[src/rtl/bus_arbiter.sv]
// -----------------------------------------------------------------------------
// bus_arbiter
//
// Shares one memory bus master between the instruction-fetch stage and the
// MEM (load/store) stage. Grants are fixed-priority (MEM first) and
// non-preemptive. A wait counter aborts a transaction that the slave never
// acknowledges. A pipeline flush cancels delivery of a fetch that is in
// flight, but the bus cycle itself still runs to completion.
//
// Ports
//   clk                     single clock, rising edge
//   rst                     asynchronous, active-low reset
//   if_req / if_addr        fetch request (level, held until if_ack) and address
//   if_rdata / if_ack       fetched word and its one-cycle completion pulse
//   flush                   cancels delivery of the fetch in progress
//   mem_req                 load/store request (level, held until mem_ack)
//   mem_we/sel/addr/wdata   load/store attributes
//   mem_rdata / mem_ack     load data (0 for stores) and one-cycle completion pulse
//   bus_cyc/stb/we/sel/addr/wdata  registered bus master outputs
//   bus_rdata / bus_ack     slave read data and completion
//   bus_err                 one-cycle pulse alongside the ack of a timed-out cycle
//   stall_req               combinational stall request to the control unit
// -----------------------------------------------------------------------------
module bus_arbiter #(
  parameter int TIMEOUT = 255
) (
  input  logic        clk,
  input  logic        rst,
  // instruction fetch port
  input  logic        if_req,
  input  logic [31:0] if_addr,
  output logic [31:0] if_rdata,
  output logic        if_ack,
  input  logic        flush,
  // load/store port
  input  logic        mem_req,
  input  logic        mem_we,
  input  logic [3:0]  mem_sel,
  input  logic [31:0] mem_addr,
  input  logic [31:0] mem_wdata,
  output logic [31:0] mem_rdata,
  output logic        mem_ack,
  // shared bus master
  output logic        bus_cyc,
  output logic        bus_stb,
  output logic        bus_we,
  output logic [3:0]  bus_sel,
  output logic [31:0] bus_addr,
  output logic [31:0] bus_wdata,
  input  logic [31:0] bus_rdata,
  input  logic        bus_ack,
  output logic        bus_err,
  // pipeline control
  output logic        stall_req
);

  typedef enum logic [1:0] {
    IDLE     = 2'd0,
    IF_BUSY  = 2'd1,
    MEM_BUSY = 2'd2,
    DRAIN    = 2'd3
  } state_t;

  // The counter holds the number of busy cycles already spent without an
  // ack, so the cycle in which it equals TIMEOUT-1 is the last one allowed.
  localparam logic [7:0] WAIT_LAST = 8'(TIMEOUT - 1);

  state_t      state_reg;
  logic [7:0]  wait_cnt_reg;
  logic        ready_reg;

  logic        bus_cyc_reg;
  logic        bus_stb_reg;
  logic        bus_we_reg;
  logic [3:0]  bus_sel_reg;
  logic [31:0] bus_addr_reg;
  logic [31:0] bus_wdata_reg;
  logic        bus_err_reg;

  logic        if_ack_reg;
  logic [31:0] if_rdata_reg;
  logic        mem_ack_reg;
  logic [31:0] mem_rdata_reg;

  logic        timeout_hit;
  logic        mem_go;
  logic        if_go;
  logic [31:0] mem_load_data;

  assign timeout_hit = (wait_cnt_reg == WAIT_LAST);

  // A requester keeps its request high during its own ack cycle; masking
  // with the registered ack stops that stale level from being re-granted
  // and leaves exactly one IDLE cycle between transactions.
  // ready_reg delays the first grant to the second edge after reset release.
  assign mem_go = ready_reg & mem_req & ~mem_ack_reg;
  assign if_go  = ready_reg & if_req  & ~if_ack_reg;

  // Stores return zero; bus_we_reg still holds the granted attribute.
  assign mem_load_data = bus_we_reg ? 32'h0 : bus_rdata;

  always_ff @(posedge clk or negedge rst) begin
    if (!rst) begin
      state_reg     <= IDLE;
      wait_cnt_reg  <= 8'd0;
      ready_reg     <= 1'b0;
      bus_cyc_reg   <= 1'b0;
      bus_stb_reg   <= 1'b0;
      bus_we_reg    <= 1'b0;
      bus_sel_reg   <= 4'h0;
      bus_addr_reg  <= 32'h0;
      bus_wdata_reg <= 32'h0;
      bus_err_reg   <= 1'b0;
      if_ack_reg    <= 1'b0;
      if_rdata_reg  <= 32'h0;
      mem_ack_reg   <= 1'b0;
      mem_rdata_reg <= 32'h0;
    end else begin
      ready_reg   <= 1'b1;
      // completion strobes are single-cycle by default
      if_ack_reg  <= 1'b0;
      mem_ack_reg <= 1'b0;
      bus_err_reg <= 1'b0;

      case (state_reg)
        IDLE: begin
          wait_cnt_reg <= 8'd0;
          if (mem_go) begin
            state_reg     <= MEM_BUSY;
            bus_cyc_reg   <= 1'b1;
            bus_stb_reg   <= 1'b1;
            bus_we_reg    <= mem_we;
            bus_sel_reg   <= mem_sel;
            bus_addr_reg  <= mem_addr;
            bus_wdata_reg <= mem_wdata;
          end else if (if_go) begin
            state_reg     <= IF_BUSY;
            bus_cyc_reg   <= 1'b1;
            bus_stb_reg   <= 1'b1;
            bus_we_reg    <= 1'b0;
            bus_sel_reg   <= 4'hF;
            bus_addr_reg  <= if_addr;
            bus_wdata_reg <= 32'h0;
          end
        end

        MEM_BUSY: begin
          if (bus_ack) begin
            state_reg     <= IDLE;
            bus_cyc_reg   <= 1'b0;
            bus_stb_reg   <= 1'b0;
            mem_ack_reg   <= 1'b1;
            mem_rdata_reg <= mem_load_data;
          end else if (timeout_hit) begin
            state_reg     <= IDLE;
            bus_cyc_reg   <= 1'b0;
            bus_stb_reg   <= 1'b0;
            mem_ack_reg   <= 1'b1;
            mem_rdata_reg <= 32'h0;
            bus_err_reg   <= 1'b1;
          end else begin
            wait_cnt_reg <= wait_cnt_reg + 8'd1;
          end
        end

        IF_BUSY: begin
          if (bus_ack || timeout_hit) begin
            state_reg   <= IDLE;
            bus_cyc_reg <= 1'b0;
            bus_stb_reg <= 1'b0;
            // A flush landing on the completing cycle swallows the result
            // silently, including any timeout indication.
            if (!flush) begin
              if_ack_reg   <= 1'b1;
              if_rdata_reg <= bus_ack ? bus_rdata : 32'h0;
              bus_err_reg  <= ~bus_ack;
            end
          end else begin
            wait_cnt_reg <= wait_cnt_reg + 8'd1;
            // The slave has already seen the strobe, so the cycle cannot be
            // withdrawn; finish it quietly in DRAIN.
            if (flush) begin
              state_reg <= DRAIN;
            end
          end
        end

        DRAIN: begin
          if (bus_ack || timeout_hit) begin
            state_reg   <= IDLE;
            bus_cyc_reg <= 1'b0;
            bus_stb_reg <= 1'b0;
          end else begin
            wait_cnt_reg <= wait_cnt_reg + 8'd1;
          end
        end

        default: begin
          state_reg   <= IDLE;
          bus_cyc_reg <= 1'b0;
          bus_stb_reg <= 1'b0;
        end
      endcase
    end
  end

  assign bus_cyc   = bus_cyc_reg;
  assign bus_stb   = bus_stb_reg;
  assign bus_we    = bus_we_reg;
  assign bus_sel   = bus_sel_reg;
  assign bus_addr  = bus_addr_reg;
  assign bus_wdata = bus_wdata_reg;
  assign bus_err   = bus_err_reg;
  assign if_ack    = if_ack_reg;
  assign if_rdata  = if_rdata_reg;
  assign mem_ack   = mem_ack_reg;
  assign mem_rdata = mem_rdata_reg;

  // A flushed fetch no longer needs to hold the pipeline.
  assign stall_req = (mem_req & ~mem_ack_reg) | (if_req & ~if_ack_reg & ~flush);

endmodule

[config.mk]
export PLATFORM = sky130hd
export DESIGN_NAME = bus_arbiter
export DESIGN_NICKNAME = d
export VERILOG_FILES = /design/src/rtl/bus_arbiter.sv
export SDC_FILE = /design/constraint.sdc
export NUM_CORES = 1
export LEC_CHECK = 0
export BUFFER_PORTS_ARGS = -buffer_cell sky130_fd_sc_hd__buf_2
export CAP_MARGIN = 20
export CORE_MARGIN = 2
export CORE_UTILIZATION = 52
export DETAILED_ROUTE_END_ITERATION = 10
export PLACE_DENSITY_LB_ADDON = 0.05
export SLEW_MARGIN = 10
export SYNTH_ARGS = -nofsm -noshare
export SYNTH_HDL_FRONTEND = slang
export SYNTH_SLANG_ARGS = --single-unit
[constraint.sdc]
create_clock -name clk -period 4.2 [get_ports clk]
set_input_delay 0.21 -clock clk [delete_from_list [all_inputs] [get_ports clk]]
set_output_delay 0.21 -clock clk [all_outputs]
set_load 0.02 [all_outputs]
Word level (Yosys, flattened, before mapping)
Cells that the tools add are included.
{ "op_classes": {"addsub": 1, "n_eq_ne": 12, "muxes": 40, "bitwise_logic": 12, "n_reduce_logical": 11} }
{ "ops": {"columns": ["cell", "count"], "rows": [
  ["two-way mux 32 bit", 8],
  ["two-way mux 8 bit", 3],
  ["one-hot mux 8 bit (3 select lines)", 1],
  ["two-way mux 1 bit", 16],
  ["two-way mux 2 bit", 7],
  ["inequality test 3 bit (second input constant)", 3],
  ["AND reduction 3 bit", 3],
  ["adder 8 x 1 -> 8 bit (second input constant)", 1],
  ["== test 8 bit (second input constant)", 1],
  ["two-way mux 4 bit", 2],
  ["inequality test 2 bit (second input constant)", 4],
  ["one-hot mux 2 bit (4 select lines)", 1],
  ["AND 1 bit", 7],
  ["== test 2 bit (second input constant)", 2],
  ["inverter 1 bit", 4],
  ["AND reduction 2 bit", 2],
  ["AND reduction 4 bit", 1],
  ["nonzero test 2 bit", 2],
  ["one-hot mux 1 bit (3 select lines)", 1],
  ["== test 2 x 1 -> 1 bit (second input constant)", 1],
  ["logical NOT 2 bit", 1],
  ["inequality test 2 x 1 -> 1 bit (second input constant)", 1],
  ["one-hot mux 1 bit (2 select lines)", 1],
  ["OR reduction 2 bit", 1],
  ["other kinds (2)", 2]
]} }
{ "word_totals": {"regBits": 148, "input_bits": 139, "out_inout_bits": 139, "wordCells": 89} }

Logic depth before layout (Yosys ltp)
Gate-level depths: netlist (run 1).
{ "depth": {"depth_word": 5, "mapped_depth": 8, "depth_no_buf": 6} }

Least setup slack after synthesis (run 1)
No wires, ideal clock.
{ "synth_timing": {"kind": "reg-to-reg", "start": "register state_reg[0]", "end": "register wait_cnt_reg[0]", "setup_time_ps": 65, "arrival_time_ps": 1585, "required_time_ps": 4135, "slack_ps": 2551, "stages_incl_launch_ff": 7, "path_buffers": 1, "synth_period_minus_slack_ps": 1649, "path_cell_list": "dfrtp_1 inv_1 ha_1 clkbuf_1 or3_1 a21oi_2 mux2_2"} }
{ "synth_between": {"elab_chain_len": 4, "word_cells_on_any_way": 10, "cone_classes": "eq/ne (6); mux (1); reduce/logical (3)"} }
{ "synth_rtl": {"columns": ["element", "line_no", "text"], "rows": [
  ["start, declared", "68", "state_t state_reg;"],
  ["start signal, assigned", "104", "state_reg <= IDLE;"],
  ["start signal, assigned", "129", "state_reg <= MEM_BUSY;"],
  ["start signal, assigned", "137", "state_reg <= IF_BUSY;"],
  ["== test 2 bit or == test 2 x 1 -> 1 bit (tied branches)", "125", "case (state_reg)"],
  ["OR reduction 2 bit (no line)", null, null],
  ["inequality test 2 bit (no line)", null, null],
  ["AND reduction 3 bit (no line)", null, null],
  ["end signal, assigned", "162", "wait_cnt_reg <= wait_cnt_reg + 8'd1;"],
  ["end signal, assigned", "179", "wait_cnt_reg <= wait_cnt_reg + 8'd1;"],
  ["end signal, assigned", "194", "wait_cnt_reg <= wait_cnt_reg + 8'd1;"],
  ["end, declared", "69", "logic [7:0] wait_cnt_reg;"]
]} }
Several ways; a longest one is shown, not always the timed one.
A chain may end at the register's enable or synchronous reset.

Final worst setup path (run 1)
{ "layout_timing": {"start": "register ready_reg", "end": "register bus_addr_reg[24], in the netlist bus_addr[24]"} }
{ "layout_between": {"elab_chain_len": 4, "word_cells_on_any_way": 7, "cone_classes": "mux (1); bitwise (4); reduce/logical (2)"} }
{ "layout_rtl": {"columns": ["element", "line_no", "text"], "rows": [
  ["start, declared", "70", "logic ready_reg;"],
  ["start signal, assigned", "106", "ready_reg <= 1'b0;"],
  ["start signal, assigned", "119", "ready_reg <= 1'b1;"],
  ["AND 1 bit (on tied branches) (2 in a row)", "96, 97", null],
  ["nonzero test 2 bit (no line)", null, null],
  ["AND reduction 2 bit (no line)", null, null],
  ["end signal, assigned", "134", "bus_addr_reg <= mem_addr;"],
  ["end signal, assigned", "142", "bus_addr_reg <= if_addr;"],
  ["end, declared", "76", "logic [31:0] bus_addr_reg;"]
]} }
Several ways; a longest one is shown, not always the timed one.

==> metrics.md, run 1 <==
| Metric | Value |
|---|---|
| Reg-to-Reg End | bus_addr[24]$_DFFE_PN0P_ |
| Gr ovfl total | 0 |
| Post-CTS resize count | 0 |
| DR WL/cell | approximately 17 µm |
| Die W | roughly 120 µm |
| Via/cell ratio | around 5.2 |
| Post-synth EDFFs | 0 |
| Yosys top cell by area | dfrtp_1 |
| MaxCap Viol Count | 0 |
| Number of port buffers | roughly 280 |
| Residual DRC | 0 |
| CTS tree | done |
| Power Total | between 6 and 7 mW |
| Gpl congestion | 0.846 |
| Maximum VDD drop | around 0.40 mV |
| Status | finished clean |
| Core Box Area | about 12,000 µm² |
| Crit Reg-Reg Startpoint | ready_reg$_DFF_PN0_ |
| Clk slew on worst S/H paths | roughly 0.060 ns |
| Setup-failing EPs final | 0 |
| Post-synth top flop | dfrtp_1 |
| Drt first pass iters | 4 |
| RSZ-0062 raised after global routing | false |
| Fin crit share | 0.554 |
| Share of layout cells above drive strength 1 | 0.354 |
| HP Class | primary input to flop |
| Initial antenna violation count | 2 |
| Die Y | 116 µm |
| Clock buffer count from CTS | 17 |
| Most numerous cell in the Yosys netlist | dfrtp_1 |
| Final Hold Violating Endpoints | 0 |
| GR Util All Layers | 0.273 |
| Clock skew | ~0.0066 ns |
| Synth Area per Inst | 10.2 µm² |
| Fin crit period | about 2.3 ns |
| Leak pwr | 5.08 nW |
| Clock root cell | clkbuf_16 |
| Postcts setup bufs | 0 |
| Die area | 13,500 µm² |
| Fin area | between 8000 and 9000 µm² |
| Final Max Tran Viols | 0 |
| Worst Setup End Kind | flop |
| Fmax | roughly 0.43 GHz |
| Total wire length | 18.4 mm |
| Relative max-transition margin | 0.377 |
| CTS sink count | between 100 and 150 |
| TNS Setup | 0 ns |
| Clock Path Buffers | 2 |
| Setup WS pre-CTS | approximately 1.9 ns |
| Placed Area | about 8000 µm² |
| Initial core utilization | 0.538 |
| Hpwl dp | around 13 mm |
| Post-synthesis register bit count | around 150 |
| Asr flop ratio synth | 1.00 |
| Worst setup path class | flop to flop |
| Largest net degree at the start of global routing | roughly 110 |
| Vias post-DR | ~5,700 |
| CP max FO | 68 |
| Top cell type's share of synthesized area | 0.566 |
| Syn Nets | 785 |
| Number of nets with antenna violations after detailed routing | 0 |
| CP Capture Point | bus_addr[24]$_DFFE_PN0P_ |
| 1st-iter DRT viols | approximately 350 |
| Synth top cells by count | dfrtp_1 (148), nand2_1 (105), nand3_1 (69) |
| Synth top area cells | dfrtp_1 (57%), nand2_1 (6.0%), nand3_1 (5.3%), mux2i_1 (5.2%), and4b_1 (4.9%) |
| Cells after synthesis | between 600 and 700 |
| Skew-Pair Late Insertion Delay | around 0.42 ns |
| Critical path arrival | approximately 2.6 ns |
| Worst setup path start | ready_reg$_DFF_PN0_ |
| PwrDens | around 800 nW/µm² |
| Post-synthesis sequential area ratio | 0.566 |
| Total number of H-tree levels | 4 |
| Setup ws final | between 1.5 and 2 ns |
| Row count | 40 |
| Netlist cell types | 40 |
| Nets | 1,052 |
| Worst Reg-to-Reg Cells | 4 |
| Post-Syn Area | between 6000 and 7000 µm² |
| Number of global-route vias before repair | between 5,000 and 6,000 |
| Data required, critical path | between 4 and 5 ns |
| Yosys warnings | 0 |
| R2r setup slk | between 1.5 and 2 ns |
| Transition time of the tightest slew-check pin | around 0.93 ns |
| Top-Level Pins | between 200 and 300 |
| Synth-to-layout area growth | 34.0% |
| First-pass GRT wire length | between 20 and 30 mm |
| Worst Setup Start Kind | flop |
==> timing repair <==
action | 4_1_cts | 5_1_grt
endpoints found under the setup margin | 0 | 0
endpoints found under the hold margin | 115 | 0
hold buffers | 11 | 0
==> report_power, final <==
group / total, mW / internal, mW / switching [mW]
Clock: 1.66 / 1.10 / 0.566
Combinational: 2.80 / 0.959 / 1.84
Sequential: 2.47 / 2.07 / 0.398
Total: 6.93 / 4.12 / 2.80
==> cell families after synthesis <==
group                      count (synthesis)  share of synthesized area
buffers and inverters                     89                     0.0594
DFF                                      148                      0.566
AOI/OAI and AO/OA                        124                      0.117
muxes                                     36                     0.0554
adders and majority gates                  7                     0.0134
other                                      1                   0.000573
and+or+nand+nor                          234                      0.188
==> layout by cell type, fill, tap and decap left out, types with 4 or more instances in the layout <==
| cell | instances |
|---|---|
| mux2i_1 | 34 |
| o21ai_1 | 31 |
| dfrtp_1 | 148 |
| nand3_1 | 69 |
| and4b_1 | 32 |
| buf_4 | 8 |
| a22o_1 | 4 |
| dlygate4sd3_1 | 11 |
| clkbuf_16 | 17 |
| a21o_1 | 32 |
| nand2_1 | 105 |
| buf_2 | 276 |
| o22ai_1 | 5 |
| inv_1 | 40 |
| ha_1 | 7 |
| o21ai_0 | 39 |
| nor2_1 | 8 |
| bufinv_16 | 5 |
==> how the worst min path moves through the flow <==
| stage | depth (start not counted) | slack [ns] | endpoint | startpoint |
|---|---|---|---|---|
| finish | 3 | 0.01 | bus_wdata[23]$_DFFE_PN0P_ | mem_wdata[23] |
| global route | 3 | 0.01 | bus_wdata[23]$_DFFE_PN0P_ | mem_wdata[23] |
| CTS | 3 | 0.00006 | bus_wdata[12]$_DFFE_PN0P_ | mem_wdata[12] |
| detailed placement | 1 | 0.43 | bus_wdata[30]$_DFFE_PN0P_ | rst |
| global placement | 1 | 0.41 | bus_wdata[6]$_DFFE_PN0P_ | rst |
| floorplan | 0 | -0.09 | bus_addr[0]$_DFFE_PN0P_ | rst |
==> metal layers <==
metal  vias up  share of wire  track usage
li1       2731              -            -
met1      2717           0.40        0.323
met2       208           0.50        0.467
met3        38          0.073       0.0773
met4         0          0.026        0.124
met5         -              0            0
==> layout make-up <==
type                            instances  area [µm²]
Inverter                               40         150
Clock inverter                          9         175
Antenna cell                            3        7.51
Timing Repair Buffer                  297        1590
Sequential cell                       148        3700
Clock buffer                           22         474
Fill cell                             952        3390
Multi-Input combinational cell        402        2460
Tap cell                              168         210
==> metrics by stage <==
| stage | utilization | cells | hold WS, ns |
|---|---|---|---|
| after floorplan | - | 639 | -0.0856 |
| after global placement | 0.656 | 1043 | 0.413 |
| after detailed placement | 0.656 | 1043 | 0.432 |
| after CTS | 0.719 | 1085 | 0.0000619 |
| after global routing | 0.721 | 1088 | 0.0102 |
| final | 0.722 | 1089 | 0.0116 |
==> worst max-delay path: stages, from the launching register on <==
cell	delay (ns)
dfrtp_1	0.39
and3b_1	0.22
o21ai_4	0.71
buf_4	0.62
o21ai_0	0.21
Note: power is estimated with default switching activity, not from simulation.
==> inputs of run 2 (changes only) <==
- ABC_AREA: not set -> 1
- CORE_UTILIZATION: 52 -> 44
- clock period: 4.2 -> 2 ns (I/O delays scaled with it)
==> metrics.md, run 2 <==
| Metric | Value |
|---|---|
| Total number of H-tree levels | 4 (unchanged) |
| Number of global-route vias before repair | 6,791 (was 5,651) |
| Clock Path Buffers | 2 (unchanged) |
| Gpl congestion | 0.842 (was 0.846) |
| Seq pwr share | 0.352 (was 0.356) |
| First-pass GRT wire length | 33.3 mm (was 28.4 mm) |
| Asr flop ratio synth | 1.00 (unchanged) |
| Setup-failing EPs final | 0 (unchanged) |
| Post-synthesis sequential area ratio | 0.556 (was 0.566) |
| Fmax | 0.548 GHz (was 0.430 GHz) |
| Residual DRC | 0 (unchanged) |
| Yosys top cell by area | dfrtp_1 (unchanged) |
| Most numerous cell in the Yosys netlist | nand2_1 (was dfrtp_1) |
| Clock skew | 0.00990 ns (was 0.00659 ns) |
| Synth Area per Inst | 8.24 µm² (was 10.2 µm²) |
| Setup ws final | 0.174 ns (was 1.87 ns) |
| Sw Share | 0.423 (was 0.404) |
| Yosys warnings | 0 (unchanged) |
| Max stage delay on crit path | 0.56 ns (was 0.71 ns) |
| Cells after synthesis | 808 (was 639) |
| Transition time of the tightest slew-check pin | 0.638 ns (was 0.934 ns) |
| Leak pwr | 5.55 nW (was 5.08 nW) |
| Die W | 127 µm (was 116 µm) |
| Clock Power Share | 0.209 (was 0.240) |
| MaxCap Viol Count | 0 (unchanged) |
| Via/cell ratio | 4.90 (was 5.23) |
| Logic pwr share | 0.438 (was 0.404) |
| Fin crit share | 0.913 (was 0.554) |
| Top-Level Pins | 278 (unchanged) |
| DR WL/cell | 14.9 µm (was 16.9 µm) |
| Data required, critical path | 2.36 ns (was 4.46 ns) |
| Top cell type's share of synthesized area | 0.556 (was 0.566) |
| Worst setup path class | flop to flop (unchanged) |
| HP Class | primary input to flop (unchanged) |
| Post-synth top flop | dfrtp_1 (unchanged) |
| RSZ-0062 raised after global routing | false (unchanged) |
| N_diodes | 0 (was 3) |
| Die Y | 127 µm (was 116 µm) |
| PwrDens | 1390 nW/µm² (was 789 nW/µm²) |
| Worst Setup End Kind | flop (unchanged) |
| Share of layout cells above drive strength 1 | 0.284 (was 0.354) |
| DP Cell Count | 1,235 (was 1,043) |
| Initial core utilization | 0.455 (was 0.538) |
| Cell mode on critical path | nand2_1 |
| Skew-Pair Late Insertion Delay | 0.42 ns (about the same) |
| Number of port buffers | 277 (unchanged) |
| Post-synthesis register bit count | 148 (unchanged) |
| TNS Setup | 0 ns (unchanged) |
| Nets | 1,343 (was 1,052) |
| CTS tree | done (unchanged) |
| Netlist cell types | 28 (was 40) |
| Synth-to-layout area growth | 50.3% (was 34.0%) |
| Synth top area cells | dfrtp_1 (56%), nand2_1 (21%), nand3_1 (3.5%), o21ai_0 (3.2%), nand4_1 (3.0%) (was dfrtp_1 (57%), nand2_1 (6.0%), nand3_1 (5.3%), mux2i_1 (5.2%), and4b_1 (4.9%)) |
| Status | finished clean (unchanged) |
| Core Box Area | 14,600 µm² (was 12,200 µm²) |
| Die area | 16,100 µm² (was 13,500 µm²) |
| Initial antenna violation count | 0 (was 2) |
| 1st-iter DRT viols | 381 (was 351) |
| Crit path cell chain | nor2_1 > nand2_1 > inv_2 > nand2_1 > nand2_1 > dlygate4sd3_1 > nand2_1 > nand2_1 (was and3b_1 > o21ai_4 > buf_4 > o21ai_0) |
| Internal Power | 8.05 mW (was 4.12 mW) |
| Largest net degree at the start of global routing | 73 (was 114) |
| Synth top cells by count | nand2_1 (373), dfrtp_1 (148), inv_1 (51) (was dfrtp_1 (148), nand2_1 (105), nand3_1 (69)) |
| Maximum VDD drop | 0.746 mV (was 0.405 mV) |
| Post-synth EDFFs | 0 (unchanged) |
| Final Hold Violating Endpoints | 0 (unchanged) |
| Total wire length | 20.7 mm (was 18.4 mm) |
| Vias post-DR | 6,809 (was 5,694) |
| Critical path arrival | 2.19 ns (was 2.59 ns) |
| Final core utilization | 0.683 (was 0.722) |
| CP max FO | 18 (was 68) |
| Row count | 44 (was 40) |
| Syn Nets | 954 (was 785) |
| Clock buffer count from CTS | 17 (unchanged) |
| Hpwl dp | 13.1 mm (was 12.8 mm) |
| Final Max Tran Viols | 0 (unchanged) |
| Commonest non-fill, non-tap cells in the layout | nand2_1 (373), buf_2 (276), dfrtp_1 (148) (was buf_2 (276), dfrtp_1 (148), nand2_1 (105)) |
| Postcts setup bufs | 0 (unchanged) |
| Worst Setup Start Kind | flop (unchanged) |
| Post-Syn Area | 6660 µm² (was 6550 µm²) |
| CP max-delay cell | dlygate4sd3_1 (was o21ai_4) |
| Gr ovfl total | 0 (unchanged) |
| Non-filler cells, final | 1,390 (was 1,089) |
| Most common cell after layout, fill and taps aside | nand2_1 (was buf_2) |
| Net Sw Power | 5.90 mW (was 2.80 mW) |
| Clock root cell | clkbuf_16 (unchanged) |
| Fin crit period | 1.83 ns (was 2.33 ns) |
| GR Util All Layers | 0.258 (was 0.273) |
| Number of nets with antenna violations after detailed routing | 0 (unchanged) |
| Relative max-transition margin | 0.574 (was 0.377) |
| Setup WS pre-CTS | 0.326 ns (was 1.91 ns) |
| Clk slew on worst S/H paths | 0.06 ns (about the same) |
| Drt first pass iters | 5 (was 4) |
| CTS sink count | 148 (unchanged) |
run 2: changes by cell type in the layout (fill, tap and decap cells not counted), moves of 5 or more:
cell           delta
nand2_1         +268
and4b_1          -32
mux2i_1          -34
o21ai_1          -13
inv_1             +9
a21o_1           -32
dlygate4sd3_1   +116
nand4_1          +32
o21ai_2          +14
nand3_1          -23
buf_4             +5
run 2: path summary, 6_finish.rpt:
kind,startpoint,endpoint,slack [ns],cells after the start
max,mem_ack$_DFF_PN0_,bus_addr[1]$_DFFE_PN0P_,0.17,8
min,mem_addr[28],bus_addr[28]$_DFFE_PN0P_,0.009,5
max reg2reg,mem_ack$_DFF_PN0_,bus_addr[1]$_DFFE_PN0P_,0.17,8
min reg2reg,bus_addr[5]$_DFFE_PN0P_,bus_addr[5]$_DFFE_PN0P_,0.46,2
max in group asynchronous,rst,bus_err$_DFF_PN0_,1.10,3
min in group asynchronous,rst,if_rdata[15]$_DFFE_PN0P_,0.14,2
run 2: through the flow:
| stage | hold slack (ns) | area, µm² | total power, mW |
|---|---|---|---|
| finish | 0.00927 | 10000 | 13.9 |
| global route | 0.0361 | 10000 | 14.9 |
| CTS | 0.00251 | 10000 | 14.0 |
| detailed placement | 0.0131 | 8200 | 10.8 |
| global placement | 0.0116 | 8200 | 10.8 |
| floorplan | -0.196 | 6660 | 8.61 |
run 2: cell type report:
| type | instances | area (µm²) |
|---|---|---|
| inverters | 51 | 191 |
| clock inverters | 5 | 53.8 |
| well taps | 184 | 230 |
| flip-flops and latches | 148 | 3700 |
| fillers | 1231 | 4640 |
| multi-input cells | 558 | 2510 |
| repair buffers | 421 | 2840 |
| clock buffers | 23 | 478 |
run 2: repair_timing:
item	CTS	global route
gates resized for setup	0	0
hold buffers	127	0
endpoints found under the hold margin	243	0
run 2: critical path, delay by kind of cell (launching register included):
| family | cells | cell delay [ns] |
|---|---|---|
| AND/OR/NAND/NOR | 6 | 0.51 |
| buffers and inverters | 2 | 0.85 |
| flip-flops | 1 | 0.41 |
run 2: power groups by stage:
stage                     registers, mW  logic [mW]  clock network (mW)
after floorplan                    6.41        2.20                   0
after global placement             4.93        5.84                   0
after detailed placement           4.94        5.91                   0
after CTS                          4.91        6.13                2.98
after global routing               5.08        6.72                3.09
final                              4.91        6.11                2.92
run 2: cells by family (layout without fill, tap and decap cells):
logic type	after synthesis	after routing	share of synthesized area
AND/OR/NAND/NOR	468	468	0.289
other	1	1	0.000563
flip-flops	148	148	0.556
adder cells (fa/ha/maj)	7	7	0.0132
AO/OA/AOI/OAI	79	79	0.0694
buffers and inverters	102	500	0.0675
XOR/XNOR	3	3	0.00395
run 2: routing by layer:
metal | vias to the layer above | global-route usage | routed length (µm) | share of wire
li1 | 3322 | - | - | -
met1 | 3149 | 0.321 | 8600 | 0.42
met2 | 289 | 0.430 | 10000 | 0.48
met3 | 49 | 0.0586 | 1320 | 0.064
met4 | 0 | 0.118 | 746 | 0.036
met5 | - | 0 | 0 | 0
==> inputs of run 3 (changes only) <==
- CTS_BUF_LIST: not set -> sky130_fd_sc_hd__clkbuf_16
==> metrics.md, run 3 (synthesis gave the netlist of run 2 again) <==
| Metric | Value |
|---|---|
| Gpl congestion | 0.842 (unchanged) |
| Fin crit share | 0.911 (was 0.913) |
| Synth-to-layout area growth | 49.9% (was 50.3%) |
| TNS Setup | 0 ns (unchanged) |
| PwrDens | 1380 nW/µm² (was 1390 nW/µm²) |
| Die W | 127 µm (unchanged) |
| Gr ovfl total | 0 (unchanged) |
| Nets | 1,343 (unchanged) |
| Skew-Pair Late Insertion Delay | 0.42 ns (about the same) |
| Top-Level Pins | 278 (unchanged) |
| Initial antenna violation count | 0 (unchanged) |
| Leak pwr | 5.54 nW (was 5.55 nW) |
| Share of layout cells above drive strength 1 | 0.282 (was 0.284) |
| Drt first pass iters | 7 (was 5) |
| Worst Setup End Kind | flop (unchanged) |
| Clk slew on worst S/H paths | 0.06 ns (about the same) |
| HP Class | primary input to flop (unchanged) |
| Clock root cell | clkbuf_16 (unchanged) |
| Final Max Tran Viols | 0 (unchanged) |
| Largest net degree at the start of global routing | 73 (unchanged) |
| Row count | 44 (unchanged) |
| RSZ-0062 raised after global routing | false (unchanged) |
| N_diodes | 0 (unchanged) |
| Number of global-route vias before repair | 6,770 (was 6,791) |
| Fmax | 0.549 GHz (was 0.548 GHz) |
| Data required, critical path | 2.36 ns (about the same) |
| Number of port buffers | 277 (unchanged) |
| Clock Path Buffers | 2 (unchanged) |
| GR Util All Layers | 0.258 (about the same) |
| Die area | 16,100 µm² (unchanged) |
| Setup WS pre-CTS | 0.326 ns (unchanged) |
| Die Y | 127 µm (unchanged) |
| Most common cell after layout, fill and taps aside | nand2_1 (unchanged) |
| Crit path cell chain | nor2_1 > nand2_1 > inv_2 > nand2_1 > nand2_1 > dlygate4sd3_1 > nand2_1 > nand2_1 (unchanged) |
| Buffers plus inverters on the worst setup path | 2 (unchanged) |
| Setup ws final | 0.178 ns (was 0.174 ns) |
| Post-CTS resize count | 0 (unchanged) |
| MaxCap Viol Count | 0 (unchanged) |
| Cell mode on critical path | nand2_1 (unchanged) |
| Commonest non-fill, non-tap cells in the layout | nand2_1 (373), buf_2 (276), dfrtp_1 (148) (unchanged) |
| Number of nets with antenna violations after detailed routing | 0 (unchanged) |
| Worst Setup Start Kind | flop (unchanged) |
| Maximum VDD drop | 0.750 mV (was 0.746 mV) |
| Clock skew | 0.0101 ns (was 0.00990 ns) |
| Transition time of the tightest slew-check pin | 0.638 ns (about the same) |
| Status | finished clean (unchanged) |
| Setup-failing EPs final | 0 (unchanged) |
| Total wire length | 20.7 mm (about the same) |
| Hpwl dp | 13.1 mm (unchanged) |
| Initial core utilization | 0.455 (unchanged) |
| First-pass GRT wire length | 33.2 mm (was 33.3 mm) |
| Max stage delay on crit path | 0.56 ns (about the same) |
| CTS sink count | 148 (unchanged) |
| Critical path's top delay family | buffers and inverters (unchanged) |
| CTS tree | done (unchanged) |
| CP max FO | 18 (unchanged) |
| Vias post-DR | 6,782 (was 6,809) |
| Worst setup path class | flop to flop (unchanged) |
| Final Hold Violating Endpoints | 0 (unchanged) |
| Fin crit period | 1.82 ns (was 1.83 ns) |
| Critical path arrival | 2.18 ns (was 2.19 ns) |
| Clock buffer count from CTS | 17 (unchanged) |
| Final core utilization | 0.681 (was 0.683) |
| Core Box Area | 14,600 µm² (unchanged) |
| Residual DRC | 0 (unchanged) |
| Relative max-transition margin | 0.574 (about the same) |
| 1st-iter DRT viols | 376 (was 381) |
| Total number of H-tree levels | 4 (unchanged) |
| DR WL/cell | 14.9 µm (about the same) |
| CP max-delay cell | dlygate4sd3_1 (unchanged) |
| Via/cell ratio | 4.88 (was 4.90) |
==> run 3: changes by cell type in the layout (fill, tap and decap cells not counted) <==
cell,delta
clkbuf_1,-3
clkinv_1,+3
clkbuf_8,-3
inv_1,+3
==> run 3: area by class of cell <==
type                       count  area [µm²]
multi-input combinational    558        2510
clock buffer                  17         425
sequential                   148        3700
tap                          184         230
fill                        1233        4670
timing repair buffer         421        2840
inverter                      51         191
clock inverter                11        76.3
==> run 3: metrics by stage <==
| step | hold WS, ns | area (µm²) | power [mW] | cells |
|---|---|---|---|---|
| floorplan | -0.196 | 6660 | 8.61 | 808 |
| global placement | 0.0116 | 8200 | 10.8 | 1235 |
| detailed placement | 0.0131 | 8200 | 10.8 | 1235 |
| CTS | 0.00251 | 9980 | 13.9 | 1390 |
| global route | 0.0369 | 9980 | 14.8 | 1390 |
| finish | 0.00756 | 9980 | 13.8 | 1390 |
==> run 3: worst paths after layout <==
path / cells past startpoint / slack, ns / endpoint / from
max in group asynchronous: 3 / 1.10 / bus_err$_DFF_PN0_ / rst
worst max-delay path: 8 / 0.18 / bus_addr[1]$_DFFE_PN0P_ / mem_ack$_DFF_PN0_
min in group asynchronous: 2 / 0.14 / if_rdata[15]$_DFFE_PN0P_ / rst
worst min-delay path: 5 / 0.008 / bus_addr[28]$_DFFE_PN0P_ / mem_addr[28]
worst max register to register: 8 / 0.18 / bus_addr[1]$_DFFE_PN0P_ / mem_ack$_DFF_PN0_
worst min register to register: 2 / 0.46 / bus_addr[5]$_DFFE_PN0P_ / bus_addr[5]$_DFFE_PN0P_
==> run 3: what timing repair did <==
| action | 4_1_cts | 5_1_grt |
|---|---|---|
| hold endpoints to repair | 243 | 0 |
| buffers inserted | 0 | 0 |
| hold buffers | 127 | 0 |
==> run 3: report_power, final <==
| part | switching, mW | internal, mW | total (mW) | leakage, nW |
|---|---|---|---|---|
| clock | 1.14 | 1.64 | 2.79 | 0.260 |
| sequential | 0.664 | 4.25 | 4.91 | 1.90 |
| combinational | 4.08 | 2.03 | 6.11 | 3.38 |
==> run 3: worst register-to-register path: cells and delay by family, from the launching register on <==
family                 cells  cell delay (ns)
buffers and inverters      2             0.85
DFF                        1             0.41
and+or+nand+nor            6             0.52
==> run 3: metal layers <==
metal	part of all wire	up-vias	GRT usage
met2	0.49	271	0.431
met5	0	-	0
met4	0.035	0	0.115
li1	-	3324	-
met3	0.060	49	0.0582
met1	0.42	3138	0.322
